`src/rtl/mem_writeback.sv`:
```
// Memory and writeback stages of a 5-stage pipeline.
//
// Purpose: registers execute-stage results into the M register, drives a
// request/acknowledge data-memory port with a bounded wait, and registers the
// final result into the W register for the register-file write port.
//
// Ports:
//   clk_i, rst_i               clock, synchronous active-high reset
//   *_e_i                      execute-stage controls, ALU result, store data, dest reg
//   dmem_req_o/we_o/addr_o/wdata_o, dmem_ack_i/rdata_i   data-memory port
//   alu_out_m_o, reg_write_m_o, write_reg_m_o, mem_to_reg_m_o   M register contents
//   stall_m_o                  memory stage busy, upstream stages hold
//   reg_write_w_o, write_reg_w_o, result_w_o   W register contents
//   misalign_o, bus_err_o      one-cycle fault pulses
module mem_writeback #(
  parameter int unsigned TIMEOUT_CYCLES = 255
) (
  input  logic        clk_i,
  input  logic        rst_i,
  input  logic        reg_write_e_i,
  input  logic        mem_write_e_i,
  input  logic        mem_to_reg_e_i,
  input  logic [31:0] alu_out_e_i,
  input  logic [31:0] write_data_e_i,
  input  logic [4:0]  write_reg_e_i,
  output logic        dmem_req_o,
  output logic        dmem_we_o,
  output logic [31:0] dmem_addr_o,
  output logic [31:0] dmem_wdata_o,
  input  logic        dmem_ack_i,
  input  logic [31:0] dmem_rdata_i,
  output logic [31:0] alu_out_m_o,
  output logic        reg_write_m_o,
  output logic [4:0]  write_reg_m_o,
  output logic        mem_to_reg_m_o,
  output logic        stall_m_o,
  output logic        reg_write_w_o,
  output logic [4:0]  write_reg_w_o,
  output logic [31:0] result_w_o,
  output logic        misalign_o,
  output logic        bus_err_o
);

  typedef enum logic [0:0] {StIdle, StWait} state_e;

  localparam logic [7:0] CntLast = 8'(TIMEOUT_CYCLES - 1);

  // M register
  logic        r_reg_write_m;
  logic        r_mem_write_m;
  logic        r_mem_to_reg_m;
  logic [31:0] r_alu_out_m;
  logic [31:0] r_write_data_m;
  logic [4:0]  r_write_reg_m;

  // W register
  logic        r_reg_write_w;
  logic [4:0]  r_write_reg_w;
  logic [31:0] r_result_w;

  state_e      r_state;
  logic [7:0]  r_cnt;

  logic w_mem_op;
  logic w_aligned;
  logic w_req;
  logic w_timeout;
  logic w_misalign;
  logic w_stall;
  logic w_fault;

  always_comb begin
    w_mem_op   = r_mem_write_m | r_mem_to_reg_m;
    w_aligned  = (r_alu_out_m[1:0] == 2'b00);
    // The FSM only has IDLE and WAIT, so every aligned memory op requests.
    w_req      = w_mem_op & w_aligned;
    w_timeout  = (r_state == StWait) & (r_cnt == CntLast) & ~dmem_ack_i;
    w_misalign = w_mem_op & ~w_aligned;
    // Abort cycle releases the stall so M advances past the failed access.
    w_stall    = w_req & ~dmem_ack_i & ~w_timeout;
    w_fault    = w_misalign | w_timeout;
  end

  always_ff @(posedge clk_i) begin
    if (rst_i) begin
      r_reg_write_m  <= 1'b0;
      r_mem_write_m  <= 1'b0;
      r_mem_to_reg_m <= 1'b0;
      r_alu_out_m    <= 32'h0;
      r_write_data_m <= 32'h0;
      r_write_reg_m  <= 5'h0;
    end else if (!w_stall) begin
      r_reg_write_m  <= reg_write_e_i;
      r_mem_write_m  <= mem_write_e_i;
      r_mem_to_reg_m <= mem_to_reg_e_i;
      r_alu_out_m    <= alu_out_e_i;
      r_write_data_m <= write_data_e_i;
      r_write_reg_m  <= write_reg_e_i;
    end
  end

  always_ff @(posedge clk_i) begin
    if (rst_i) begin
      r_state <= StIdle;
      r_cnt   <= 8'h0;
    end else begin
      unique case (r_state)
        StIdle: begin
          if (w_req && !dmem_ack_i) begin
            r_state <= StWait;
            r_cnt   <= 8'h0;
          end
        end
        StWait: begin
          if (!w_req || dmem_ack_i || w_timeout) begin
            r_state <= StIdle;
          end else begin
            r_cnt <= r_cnt + 8'h1;
          end
        end
        default: r_state <= StIdle;
      endcase
    end
  end

  // Stores never write the register file, even if reg_write is set with them.
  always_ff @(posedge clk_i) begin
    if (rst_i) begin
      r_reg_write_w <= 1'b0;
      r_write_reg_w <= 5'h0;
      r_result_w    <= 32'h0;
    end else begin
      r_reg_write_w <= r_reg_write_m & ~r_mem_write_m & ~w_stall & ~w_fault;
      r_write_reg_w <= r_write_reg_m;
      r_result_w    <= r_mem_to_reg_m ? dmem_rdata_i : r_alu_out_m;
    end
  end

  assign dmem_req_o     = w_req;
  assign dmem_we_o      = r_mem_write_m;
  assign dmem_addr_o    = r_alu_out_m;
  assign dmem_wdata_o   = r_write_data_m;
  assign stall_m_o      = w_stall;
  assign misalign_o     = w_misalign;
  assign bus_err_o      = w_timeout;
  assign alu_out_m_o    = r_alu_out_m;
  assign reg_write_m_o  = r_reg_write_m;
  assign write_reg_m_o  = r_write_reg_m;
  assign mem_to_reg_m_o = r_mem_to_reg_m;
  assign reg_write_w_o  = r_reg_write_w;
  assign write_reg_w_o  = r_write_reg_w;
  assign result_w_o     = r_result_w;

endmodule

```
`config.mk`:
```
export PLATFORM = sky130hd
export DESIGN_NAME = mem_writeback
export DESIGN_NICKNAME = d
export VERILOG_FILES = /design/src/rtl/mem_writeback.sv
export SDC_FILE = /design/constraint.sdc
export NUM_CORES = 1
export LEC_CHECK = 0
export BUFFER_PORTS_ARGS = -buffer_cell sky130_fd_sc_hd__buf_2
export CAP_MARGIN = 15
export CELL_PAD_IN_SITES_DETAIL_PLACEMENT = 1
export CELL_PAD_IN_SITES_GLOBAL_PLACEMENT = 2
export CORE_AREA = 2 2 144 146
export CTS_CLUSTER_SIZE = 30
export DETAILED_ROUTE_END_ITERATION = 10
export DIE_AREA = 0 0 146 148
export HOLD_SLACK_MARGIN = 0.02
export PLACE_DENSITY = 0.9
export SETUP_SLACK_MARGIN = 0.2
export SYNTH_ARGS = -nofsm -noshare
export SYNTH_HDL_FRONTEND = slang
export SYNTH_SLANG_ARGS = --single-unit
export TNS_END_PERCENT = 5
```
`constraint.sdc`:
```
create_clock -name clk_i -period 2 [get_ports clk_i]
set_input_delay 0.2 -clock clk_i [delete_from_list [all_inputs] [get_ports clk_i]]
set_output_delay 0.2 -clock clk_i [all_outputs]
set_load 0.05 [all_outputs]
```
Word level (Yosys, flattened, before mapping)
Index checks and enable logic that the tools add are counted.
{"block": "word_totals", "register_bits": 119, "in_bits": 107}
{"block": "classes", "bitwise_logic": 18, "add_sub_neg": 1, "muxes": 7, "n_reduce_logical": 7, "n_eq_ne": 3}
{"cell": "32-bit two-way mux", "count": 1}
{"cell": "8-bit two-way mux", "count": 2}
{"cell": "8-bit case mux with 2 select lines", "count": 1}
{"cell": "1-bit AND", "count": 9}
{"cell": "8-bit by 1-bit adder with 8-bit output, second input constant", "count": 1}
{"cell": "8-bit equality test, second input constant", "count": 1}
{"cell": "1-bit inverter", "count": 7}
{"cell": "2-bit inequality test, second input constant", "count": 2}
{"cell": "1-bit logical NOT", "count": 2}
{"cell": "2-bit logical NOT", "count": 1}
{"cell": "1-bit logical OR", "count": 2}
{"cell": "1-bit two-way mux", "count": 2}
{"cell": "1-bit bitwise OR", "count": 2}
{"cell": "1-bit case mux with 2 select lines", "count": 1}
{"cell": "2-bit AND reduction", "count": 1}
{"cell": "1-bit logical AND", "count": 1}

Depth between registers and ports, before layout
{"block": "depth", "ltp_word": 8, "ltp_mapped": 8, "depth_no_buf": 6}

Worst setup path before layout
OpenSTA, ideal clock, no wires.
{"block": "synth_timing", "path_type": "register to register", "startpoint": "reg r_mem_to_reg_m, in the netlist mem_to_reg_m_o", "endpoint": "reg r_reg_write_w, in the netlist reg_write_w_o", "path_stages_with_launch": 7, "setup_ns": 0.165, "t_required_ns": 1.835, "synth_period_minus_slack_ns": 2.265, "slack_ns": -0.265, "arrival_ns": 2.100, "path_cell_list": "dfxtp_1 -> buf_4 -> or2_4 -> nand3b_4 -> buf_6 -> nor2_1 -> nor4_1"}
{"block": "synth_between", "elab_chain_len": 7, "elab_cells_between_ends": 10}
{"item": "start, declared", "line_no": "51", "rtl": "logic r_mem_to_reg_m;"}
{"item": "start signal, assigned", "line_no": "95", "rtl": "r_mem_to_reg_m <= mem_to_reg_e_i;"}
{"item": "1-bit bitwise OR", "line_no": "73", "rtl": "w_mem_op = r_mem_write_m | r_mem_to_reg_m;"}
{"item": "1-bit AND", "line_no": "76", "rtl": "w_req = w_mem_op & w_aligned;"}
{"item": "1-bit AND (2 in a row)", "line_no": "80", "rtl": "w_stall = w_req & ~dmem_ack_i & ~w_timeout;"}
{"item": "named net stall_m_o", "line_no": "36", "rtl": "output logic stall_m_o,"}
{"item": "1-bit inverter", "line_no": "133", "rtl": "r_reg_write_w <= r_reg_write_m & ~r_mem_write_m & ~w_stall & ~w_fault;"}
{"item": "1-bit AND (2 in a row)", "line_no": "133"}
{"item": "end signal, assigned", "line_no": "133"}
{"item": "end, declared", "line_no": "57", "rtl": "logic r_reg_write_w;"}
The timed path passes the listed nets, and every way through them passes these cells.
A chain may end at the register's enable or synchronous reset.

Worst setup path after layout
{"block": "layout_timing", "startpoint": "reg r_cnt[0]", "endpoint": "out bus_err_o"}
{"block": "layout_between", "elab_chain_len": 3}
{"item": "start, declared", "line_no": "62", "rtl": "logic [7:0] r_cnt;"}
{"item": "start signal, assigned", "line_no": "118", "rtl": "r_cnt <= r_cnt + 8'h1;"}
{"item": "8-bit equality test", "line_no": "77", "rtl": "w_timeout = (r_state == StWait) & (r_cnt == CntLast) & ~dmem_ack_i;"}
{"item": "1-bit AND (2 in a row)", "line_no": "77"}
{"item": "end, declared", "line_no": "41", "rtl": "output logic bus_err_o"}
No other way between the ends.

==> impl_metrics.yaml <==
logic_synthesis:
  synth-adder-area-share: 0.005301
  yosys.area_share.simple: 0.1556
  netlist_instances: 533
  ys.warnings.count: 0
  syn-cell-area_um2: 4721
  synth-seq-area-share: 0.5046
  ys_ff_latch: 119
  muxShareOfSynthArea: 0.06997
  synth.net_count: 642
  synth_top_family_by_area: "compound AO/OA/AOI/OAI gates"
  synthXorXnorAreaFrac: 0
  syn-mean-instance-area_um2: 8.857
  synth_compound_area_frac: 0.1694
  synth_cell_types: 35
sta:
  final.setup.worst_slack_ns: 0.1780
  max_freq_mhz: 548.8
  layout_min_cycle_time_ns: 1.822
  setup_violations: 0
  hold_ws_ns: 0.04566
  drv_slew: 0
  fin_setup_tns_ns: 0
  rsz0062_at_grt: "true"
  relSlewSlack: 0.6789
  hold_violations: 0
  worst_clock_skew_ns: 0.007882
  worst_slew_pin_slew_ns: 0.4807
  period_share: 0.9110
setup_path:
  rr_endpoint: "r_cnt[7]"
  endpoint_kind: "primary output"
  reg2reg_from: "r_cnt[0]"
  crit_slowest_cell: "dfxtp_2"
  path_buf_inv: 2
  rr_worst_depth: 8
  path_max_fanout: 3
  critPathRequiredTime_ns: 1.80
  worstPathArrival_ns: 1.62
  r2r_slack_ns: 0.32
  crit_path_start: "r_cnt[0]"
  path_cells: "inv_2 -> ha_4 -> nand4_1 -> or2_4 -> nor2_4 -> buf_8"
  cp-endpoint: "bus_err_o"
  cp_top_family: "simple AND/OR/NAND/NOR gates"
  start_kind: "flop"
  cp_slowest_stage_delay_ns: 0.33
  path_depth: 6
  critical_path_class: "flop to primary output"
detailed_routing:
  via_count: 4831
  wl_per_cell_um: 15.94
  drt_pass1_iterations: 4
  drt-total-wl_um: 16890
  vias_per_cell: 4.562
  postRouteAntennaNets: 0
  drt_iter0_drc: 163
  drc: 0
clock_network:
  clk_latency_ns: 0.41
  cts_buffers: 17
  clockRootBuffer: "clkbuf_16"
  cts_buffer_depth: 2
  cts.htree.levels: 4
  clk_pin_slew_worst_paths_ns: 0.06
  cts_tree: "done"
  clock_sinks: 119
layout:
  post-route-util: 0.3538
  final_cells: 1059
  fin_nets: 885
  fin_area_um2: 7091
  drive_gt1_frac: 0.4068
  syn2layout_area_growth_pct: 50.20
  insertedDiodeCount: 0
placement:
  dpl_worst_slack_ns: 0.2284
  dp.final_hpwl_um: 11300
  gp_congestion: 0.7019
  dp_cells: 989
  dpl_cell_area_um2: 6065
  portBuffers: 252
global_route:
  grt_busiest_layer: "met2"
  met2_usage: 0.2818
  grt_max_degree: 52
  grt_pass1_wl_um: 25960
  grtUsageMet3: 0.03395
  track_usage: 0.1513
  grt_overflow: 0
  antenna_found_initial: 0
  grt_pass1_vias: 4854
  use_met1: 0.1673
worst_hold_path:
  hold_path_class: "input pin to flop"
floorplan:
  initial_core_util: 0.2356
  dieArea_um2: 21610
  die_h_um: 148
  die_w_um: 146
  boundaryPins: 253
  rows: 52
  coreArea_um2: 20040
power:
  pwr-share-comb: 0.201
  p_per_area_nw_per_um2: 1016
  finalPower_mw: 7.207
  power_switching_share: 0.3220
  p_sw_mw: 2.320
  pwr-share-clk: 0.437
  vdd_drop_max_mv: 0.4948
  power.internal_mw: 4.887
  pwr-share-seq: 0.362
  p_leak_nw: 3.184
flow_run:
  max_cap_violations: 0
outcome:
  outcome: "complete, no violations"
## cells by family after synthesis
logic type / Yosys count
simple gates: 140
mux: 33
compound gates: 156
flops: 119
buf+inv: 83
fa+ha+maj: 2
## state kept, by name, indices dropped and copies added (netlist names)
name            flops
alu_out_m_o        32
dmem_wdata_o       32
dmem_we_o           1
mem_to_reg_m_o      1
r_cnt               8
r_state             1
reg_write_m_o       1
reg_write_w_o       1
result_w_o         32
write_reg_m_o       5
write_reg_w_o       5
## layer usage
metal / vias to the layer above / routed length [um]
met4: 0 / 337
met2: 148 / 8886
li1: 2326 / -
met1: 2330 / 6931
met3: 27 / 730
met5: - / 0
## power by group through the flow
stage	logic [mW]	registers [mW]	clock network [mW]
after detailed placement	1.39	2.66	0
final	1.45	2.61	3.15
after CTS	1.45	2.61	3.27
after global placement	1.38	2.66	0
after floorplan	0.536	3.17	0
after global routing	1.53	2.63	3.38
## synthesized netlist by cell type
cell type  count  area share
nand4b_1       1      0.0019
or4_1          4      0.0064
buf_6          1      0.0024
ha_1           2      0.0053
nor4_4         1      0.0045
buf_1          2      0.0016
o41ai_1        1      0.0019
mux2i_1       33       0.070
buf_4         33       0.052
a21oi_1       76       0.081
nor4_1         1      0.0013
nor2_4         1      0.0024
inv_1          2      0.0016
o31ai_1        3      0.0048
nand2_1        2      0.0016
or3b_2         1      0.0019
nand3b_4       1      0.0042
dfxtp_1      119        0.50
nand4_1        3      0.0040
buf_2          5      0.0053
nor2b_1        5      0.0066
or3_1          1      0.0013
or2_4          1      0.0019
nor2_1        38       0.030
o21bai_1       1      0.0016
clkbuf_1      40       0.032
o21ai_0       73       0.077
nand3_1       73       0.077
a31oi_1        1      0.0013
nor3b_1        2      0.0032
o311ai_0       1      0.0019
and4b_1        1      0.0021
or2_2          1      0.0013
nand2b_1       1      0.0013
nor3_1         2      0.0021
## worst min path at each step
stage,start,end,slack [ns],cells past startpoint
after floorplan,dmem_rdata_i[0],result_w_o[0],0.35,2
after global placement,dmem_rdata_i[31],result_w_o[31],0.43,3
after detailed placement,dmem_rdata_i[31],result_w_o[31],0.44,3
after CTS,write_reg_e_i[2],write_reg_m_o[2],0.02,3
after global routing,write_data_e_i[12],dmem_wdata_o[12],0.04,3
final,alu_out_e_i[2],alu_out_m_o[2],0.05,3
## area by class of cell
cell class	instances	area [um2]
Clock inverter	15	177.7
Inverter	2	7.507
Sequential cell	119	2386
Multi-Input combinational cell	331	1932
Fill cell	2404	12950
Clock buffer	17	425.4
Timing Repair Buffer	305	1824
Tap cell	270	337.8
## worst reg2reg max path: stages (launching register included)
cell,delay (ns)
dfxtp_2,0.34
inv_2,0.05
ha_4,0.14
nand4_1,0.10
buf_4,0.14
nor2_4,0.04
buf_6,0.14
or4_1,0.51
a21oi_1,0.14
## timing repair
item / CTS / global route
hold endpoints to repair: 31 / 0
setup endpoints to repair: 3 / 80
pin swaps: 4 / 3
resized for setup: 9 / 9
buffers inserted: 4 / 3
hold buffers: 31 / 0
## cells in the final DEF, fill, tap and decap left out, types with 2 or more instances in the layout
master / count
buf_2: 249
dlygate4sd3_1: 31
inv_6: 3
buf_8: 3
clkinv_2: 3
bufinv_16: 3
buf_6: 2
nor2b_1: 5
dfxtp_2: 3
nand4_1: 3
a21oi_1: 76
nor2_1: 35
buf_4: 16
buf_12: 4
nand3_1: 73
o31ai_1: 3
or4_1: 4
dfxtp_1: 116
or2_4: 2
nor2_4: 4
mux2i_1: 33
o21ai_0: 73
nor3b_1: 2
clkbuf_16: 17
nand2_1: 2
clkinvlp_4: 5
No activity file was read; power rests on OpenSTA's default activity.
